## src/rtl/apb_seq_cpu.sv

```systemverilog
`default_nettype none
// +--------------------------------------------------------------------------+
// | apb_seq_cpu : command sequencer CPU driving APB-style peripheral transfers |
// | Optional: define APB_TIMEOUT_EN to abort stalled transfers with an error  |
// | Revision  : 1.0                                                           |
// +--------------------------------------------------------------------------+
module apb_seq_cpu #(
  parameter int NUM_PERIPH  = 4,
  parameter int PADDR_W     = 8,
  parameter int PDATA_W     = 19,
  parameter int PC_W        = 12,
  parameter int LOOP_W      = 8,
  parameter int TIMEOUT_CYC = 255,
  localparam int SEL_W      = (NUM_PERIPH > 1) ? $clog2(NUM_PERIPH) : 1,
  localparam int IW         = 3 + SEL_W + PADDR_W + PDATA_W
) (
  input  logic                  CCLK,
  input  logic                  CPURESET,
  input  logic                  RUN,
  output logic [PC_W-1:0]       imem_addr,
  output logic                  imem_rden,
  input  logic [IW-1:0]         imem_rdata,
  output logic                  APBMASTERENABLE,
  output logic [NUM_PERIPH-1:0] CPUSEL,
  output logic [PADDR_W-1:0]    addr,
  output logic [PDATA_W-1:0]    data,
  output logic                  PWRITE,
  input  logic                  CPUPREADY,
  input  logic [PDATA_W-1:0]    PRDATA,
  output logic [PDATA_W-1:0]    rd_data,
  output logic                  CPUDONE,
  output logic                  CPUPERPHRESET,
  output logic                  err
);

  localparam logic [2:0] c_op_nop  = 3'd0;
  localparam logic [2:0] c_op_pwr  = 3'd1;
  localparam logic [2:0] c_op_prd  = 3'd2;
  localparam logic [2:0] c_op_jmp  = 3'd3;
  localparam logic [2:0] c_op_loop = 3'd4;
  localparam logic [2:0] c_op_djnz = 3'd5;
  localparam logic [2:0] c_op_prst = 3'd6;
  localparam logic [2:0] c_op_halt = 3'd7;
  localparam logic [SEL_W:0] c_num_periph = (SEL_W + 1)'(NUM_PERIPH);

  typedef enum logic [2:0] {
    S_IDLE     = 3'd0,
    S_FETCH    = 3'd1,
    S_LOAD     = 3'd2,
    S_EXEC     = 3'd3,
    S_APB_WAIT = 3'd4,
    S_HALT     = 3'd5,
    S_ERR      = 3'd6
  } state_t;

  state_t                r_state;
  logic [PC_W-1:0]       r_pc;
  logic [LOOP_W-1:0]     r_cnt;
  logic [IW-1:0]         r_ir;
  logic                  r_en;
  logic [NUM_PERIPH-1:0] r_sel;
  logic [PADDR_W-1:0]    r_addr;
  logic [PDATA_W-1:0]    r_data;
  logic                  r_write;
  logic [PDATA_W-1:0]    r_rd_data;
  logic                  r_perph_rst;
  logic                  r_err;

  logic [2:0]            w_opc;
  logic [SEL_W-1:0]      w_sel;
  logic [PADDR_W-1:0]    w_addr;
  logic [PDATA_W-1:0]    w_data;
  logic [LOOP_W-1:0]     w_cnt_dec;
  logic                  w_bad_sel;

  assign w_opc     = r_ir[IW-1 -: 3];
  assign w_sel     = r_ir[PADDR_W + PDATA_W +: SEL_W];
  assign w_addr    = r_ir[PDATA_W +: PADDR_W];
  assign w_data    = r_ir[PDATA_W-1:0];
  assign w_cnt_dec = r_cnt - LOOP_W'(1);
  assign w_bad_sel = ({1'b0, w_sel} >= c_num_periph);

`ifdef APB_TIMEOUT_EN
  localparam int TMO_W = $clog2(TIMEOUT_CYC + 1);
  localparam logic [TMO_W-1:0] c_tmo_last = TMO_W'(TIMEOUT_CYC - 1);
  logic [TMO_W-1:0] r_tmo;
`else
  logic w_unused_tmo;
  assign w_unused_tmo = (TIMEOUT_CYC > 0);
`endif

  always_ff @(posedge CCLK) begin
    if (CPURESET) begin
      r_state     <= S_IDLE;
      r_pc        <= '0;
      r_cnt       <= '0;
      r_ir        <= '0;
      r_en        <= 1'b0;
      r_sel       <= '0;
      r_addr      <= '0;
      r_data      <= '0;
      r_write     <= 1'b0;
      r_rd_data   <= '0;
      r_perph_rst <= 1'b1;
      r_err       <= 1'b0;
`ifdef APB_TIMEOUT_EN
      r_tmo       <= '0;
`endif
    end else begin
      r_perph_rst <= 1'b0;
      case (r_state)
        S_IDLE:  if (RUN) r_state <= S_FETCH;
        // RUN is honoured only at instruction boundaries; PC is kept for resume
        S_FETCH: r_state <= RUN ? S_LOAD : S_IDLE;
        S_LOAD: begin
          r_ir    <= imem_rdata;
          r_pc    <= r_pc + PC_W'(1);
          r_state <= S_EXEC;
        end
        S_EXEC: begin
          r_state <= S_FETCH;
          case (w_opc)
            c_op_pwr, c_op_prd: begin
              if (w_bad_sel) begin
                r_err   <= 1'b1;
                r_state <= S_ERR;
              end else begin
                r_en    <= 1'b1;
                r_sel   <= NUM_PERIPH'(1) << w_sel;
                r_addr  <= w_addr;
                r_data  <= w_data;
                r_write <= (w_opc == c_op_pwr);
                r_state <= S_APB_WAIT;
`ifdef APB_TIMEOUT_EN
                r_tmo   <= '0;
`endif
              end
            end
            c_op_jmp:  r_pc  <= r_ir[PC_W-1:0];
            c_op_loop: r_cnt <= r_ir[LOOP_W-1:0];
            c_op_djnz: begin
              if (r_cnt != '0) begin
                r_cnt <= w_cnt_dec;
                if (w_cnt_dec != '0) r_pc <= r_ir[PC_W-1:0];
              end
            end
            c_op_prst: r_perph_rst <= 1'b1;
            c_op_halt: r_state <= S_HALT;
            default:   ;
          endcase
        end
        S_APB_WAIT: begin
          // Ready is checked first so a response on the final count still completes
          if (CPUPREADY) begin
            r_en    <= 1'b0;
            r_sel   <= '0;
            if (!r_write) r_rd_data <= PRDATA;
            r_state <= S_FETCH;
          end
`ifdef APB_TIMEOUT_EN
          else if (r_tmo == c_tmo_last) begin
            r_en    <= 1'b0;
            r_sel   <= '0;
            r_err   <= 1'b1;
            r_state <= S_ERR;
          end else begin
            r_tmo <= r_tmo + TMO_W'(1);
          end
`endif
        end
        S_HALT: begin
          if (!RUN) begin
            r_pc    <= '0;
            r_state <= S_IDLE;
          end
        end
        S_ERR:   ;
        default: r_state <= S_IDLE;
      endcase
    end
  end

  assign imem_addr       = r_pc;
  assign imem_rden       = (r_state == S_FETCH);
  assign APBMASTERENABLE = r_en;
  assign CPUSEL          = r_sel;
  assign addr            = r_addr;
  assign data            = r_data;
  assign PWRITE          = r_write;
  assign rd_data         = r_rd_data;
  assign CPUDONE         = (r_state == S_IDLE) || (r_state == S_HALT) || (r_state == S_ERR);
  assign CPUPERPHRESET   = r_perph_rst;
  assign err             = r_err;

endmodule
`default_nettype wire

```

## config.mk

```make
export PLATFORM = sky130hd
export DESIGN_NAME = apb_seq_cpu
export DESIGN_NICKNAME = d
export VERILOG_FILES = /design/src/rtl/apb_seq_cpu.sv
export SDC_FILE = /design/constraint.sdc
export NUM_CORES = 1
export LEC_CHECK = 0
export ABC_AREA = 1
export ABC_CLOCK_PERIOD_IN_PS = 3900
export CAP_MARGIN = 10
export CORE_MARGIN = 3
export CORE_UTILIZATION = 40
export DETAILED_ROUTE_END_ITERATION = 8
export GPL_TIMING_DRIVEN = 0
export PLACE_DENSITY = 0.68
export SETUP_SLACK_MARGIN = 0.2
export SYNTH_ARGS = -nofsm -noshare
export SYNTH_HDL_FRONTEND = slang
export SYNTH_SLANG_ARGS = --single-unit
```

## constraint.sdc

```tcl
create_clock -name CCLK -period 3.9 [get_ports CCLK]
set_input_delay 0.585 -clock CCLK [delete_from_list [all_inputs] [get_ports CCLK]]
set_output_delay 0.585 -clock CCLK [all_outputs]
set_load 0.1 [all_outputs]
```

==> results by group <==
Outcome
  – Outcome: finished, final reports clean

Clock tree
  – Clock buffer depth: 2
  – Root Buffer: clkbuf_16
  – # Post-CTS Setup Buffers: 0
  – # hold bufs at CTS: 0
  – Clk sink count: 108
  – CTS tree: done
  – H-tree level count: 3
  – Clock latency at the later pin of the worst-skew pair: 0.35 ns
  – Num CTS Buffers: 9
  – Post_cts resized: 0
  – CTS clk-pin slew, worst paths: 0.07 ns

Final layout
  – Layout cells sized above 1: 6.18%
  – ANT cells: 0
  – Register area: 2160 sq um
  – Final std cells w/o fill: 900
  – Final core utilization: 56.8%
  – # nets final: 813
  – # fillers: 1035
  – Area grow syn2layout: 37.1%
  – Non-Filler Cell Area, Final: 6240 sq um
  – Multi-input gate area: 2060 sq um

Synth
  – Ys flop type: dfxtp_1
  – Post-synth EDFFs: 0
  – Post-Synth Adder-Cell Area: 0.825%
  – Synth cell types: 42
  – Seq/Total Area, Yosys: 47.5%
  – Register bit total from synthesis: 108
  – Async set-or-reset flop fraction in the synthesized netlist: 0%
  – Synth Cell Area: 4550 sq um
  – Yosys warns: 0
  – Mux cell area share after synthesis: 0%
  – Main combinational cell family by area after synthesis: simple AND/OR/NAND/NOR gates
  – Synth Area in Compound Gates: 17.9%
  – Syn avg cell area: 7.30 sq um
  – XOR/XNOR share of the synthesized area: 1.73%
  – Syn nets: 681
  – Area share of and/or/nand/nor cells after synthesis: 24.8%
  – Gate Count Post-Synth: 623

GRT
  – Initial antenna violation count: 0
  – Total grt overflow: 0
  – Vias in the first global route: 4366
  – GRT Resource Usage Total: 20.6%
  – Largest net degree at the start of global routing: 17
  – First-pass GRT wire length: 21300 microns

Detailed routing
  – DR WL met2: 6300 microns
  – DRC violations left: 0
  – WL/cell: 14.8 microns
  – Vias: 4558
  – Wire length on met3: 1100 microns
  – Vias per cell: 5.06
  – Wl on met1: 5690 microns
  – Drt first pass iters: 5
  – ANT nets after route: 0
  – 1st-iter DRT viols: 250
  – Final WL: 13300 microns
  – Top layer in use: met4

Critical path
  – Worst path slowest cell: clkdlybuf4s50_1
  – Critical Path Start Type: flop
  – Worst flop-to-flop path startpoint: r_state[0]
  – CP Max Fanout: 4
  – Crit path required time: 3.31 ns
  – Crit path largest cell delay: 1.17 ns
  – Path type of the worst setup path: flop to primary output
  – FF-to-FF setup slack: 1.93 ns
  – WP data arrival: 2.33 ns
  – CP startpoint: r_state[0]
  – Worst-path cell chain: nor2_1 > nand2_1 > o211ai_1 > clkdlybuf4s50_1
  – Reg2Reg Depth: 7
  – Reg-to-Reg End: rd_data[17]
  – CP Capture Type: primary output

Timing
  – Fmax: 0.343 GHz
  – Rel. slew slack: 31.3%
  – RSZ-0062 raised after global routing: no
  – Hold Slack: 0.469 ns
  – Fin. max-slew vios: 0
  – Worst Max-Slew Pin Slew: 1.03 ns
  – Fin worst setup slack: 0.985 ns
  – Setup TNS: 0 ns
  – Tcrit/Tclk final: 74.7%
  – Final Setup Violations: 0
  – Final Hold Fails: 0
  – Clock period minus worst slack: 2.91 ns
  – Max Clock Skew: 0.00622 ns

Pwr
  – Worst VDD drop: 0.358 mV
  – PwrDens: 499 nW/um^2
  – Final Power: 3.11 mW
  – Leak Pwr: 2.50 nW

Floorplan
  – Die Y: 113 microns
  – Core Region: 11000 sq um
  – Top-Level Pins: 123
  – Initial core utilization: 41.4%
  – Die width: 113 microns
  – Std cell rows: 38
  – Total die area: 12700 sq um

Place
  – Pre-CTS WS: 1.35 ns
  – DP Cell Count: 884
  – Port Buf Inserts: 121
  – Area after DPL: 5940 sq um
  – Placer Congestion: 0.863
  – Post-DP HPWL: 9830 microns

Job
  – Number of max-cap violations: 0

Hold path
  – Worst Hold Class: flop to flop
  – Hold wc startpoint: data[7]
  – Worst Hold End: data[7]
  – WHS Path Cells: 2
cells by family (layout without fill, tap and decap cells):
kind of cell | Yosys count | count (layout)
flip-flops | 108 | 108
AO/OA/AOI/OAI | 152 | 152
XOR/XNOR | 9 | 9
buffers and inverters | 75 | 212
AND/OR/NAND/NOR | 275 | 275
adder cells (fa/ha/maj) | 3 | 3
other | 1 | 1
where the power goes:
| part | leakage, nW | switching [mW] | total [mW] | internal [mW] |
|---|---|---|---|---|
| combinational | 1.48 | 0.641 | 0.901 | 0.259 |
| clock | 0.149 | 0.404 | 0.936 | 0.532 |
| sequential | 0.875 | 0.0819 | 1.28 | 1.19 |
registers in the layout (all words and copies together) (netlist names):
| register | count |
|---|---|
| APBMASTERENABLE | 1 |
| CPUPERPHRESET | 1 |
| CPUSEL | 4 |
| PWRITE | 1 |
| addr | 8 |
| data | 19 |
| imem_addr | 12 |
| r_cnt | 8 |
| r_ir | 32 |
| r_state | 3 |
| rd_data | 19 |
placed cells by master (no fill, tap or decap), drive strengths merged, types with 7 or more instances in the layout:
cell type / instances
clkdlybuf4s50: 121
nor2: 153
dfxtp: 108
clkbuf: 32
o21ai: 87
xor2: 7
inv: 42
nand3: 18
buf: 12
nand2: 91
a21oi: 52
synthesized netlist by cell type, types with 2 or more instances:
cell type  count  area share [%]
nor2_1       151              12
dfxtp_1      108              48
nand2_1       89             7.3
o21ai_0       85             9.3
a21oi_1       50             5.5
inv_1         35             2.9
clkbuf_1      19             1.6
nand3_1       16             1.8
buf_2          8            0.88
xor2_1         7             1.3
inv_2          6            0.49
nor3_1         4            0.44
ha_1           3            0.82
nand3b_1       3            0.49
nand4_1        3            0.41
o22ai_1        3            0.41
a211oi_1       2            0.33
a21oi_2        2            0.39
a31oi_1        2            0.27
a32oi_1        2            0.39
buf_4          2            0.33
nand3_2        2            0.44
xnor2_1        2            0.39
routing by layer:
layer  track usage, %  vias up
met5                0        -
met4             5.77        0
met3             6.52       15
met2             34.2      147
met1             25.9     2115
li1                 -     2281
area by class of cell:
cell class	instances	share of cell area, %
Multi-Input combinational cell	440	33.1
Tap cell	140	2.81
Inverter	43	2.67
Timing Repair Buffer	121	19.4
Buffer	32	2.53
Clock inverter	4	0.762
Sequential cell	108	34.6
Clock buffer	12	4.11
worst max-delay path: cells and delay by family (launching register included):
kind	cells	cell delay (ns)
DFF	1	0.35
AOI/OAI and AO/OA	1	0.12
buffers and inverters	1	1.17
and+or+nand+nor	2	0.33
worst max-delay path by stage:
stage,cells past startpoint,slack (ns),end
after detailed placement,4,1.35,CPUDONE
after global routing,4,0.86,CPUDONE
final,4,0.99,CPUDONE
after global placement,4,1.38,CPUDONE
after floorplan,2,0.80,imem_rden
after CTS,4,0.97,CPUDONE
Power figures use the tool's default switching activity.
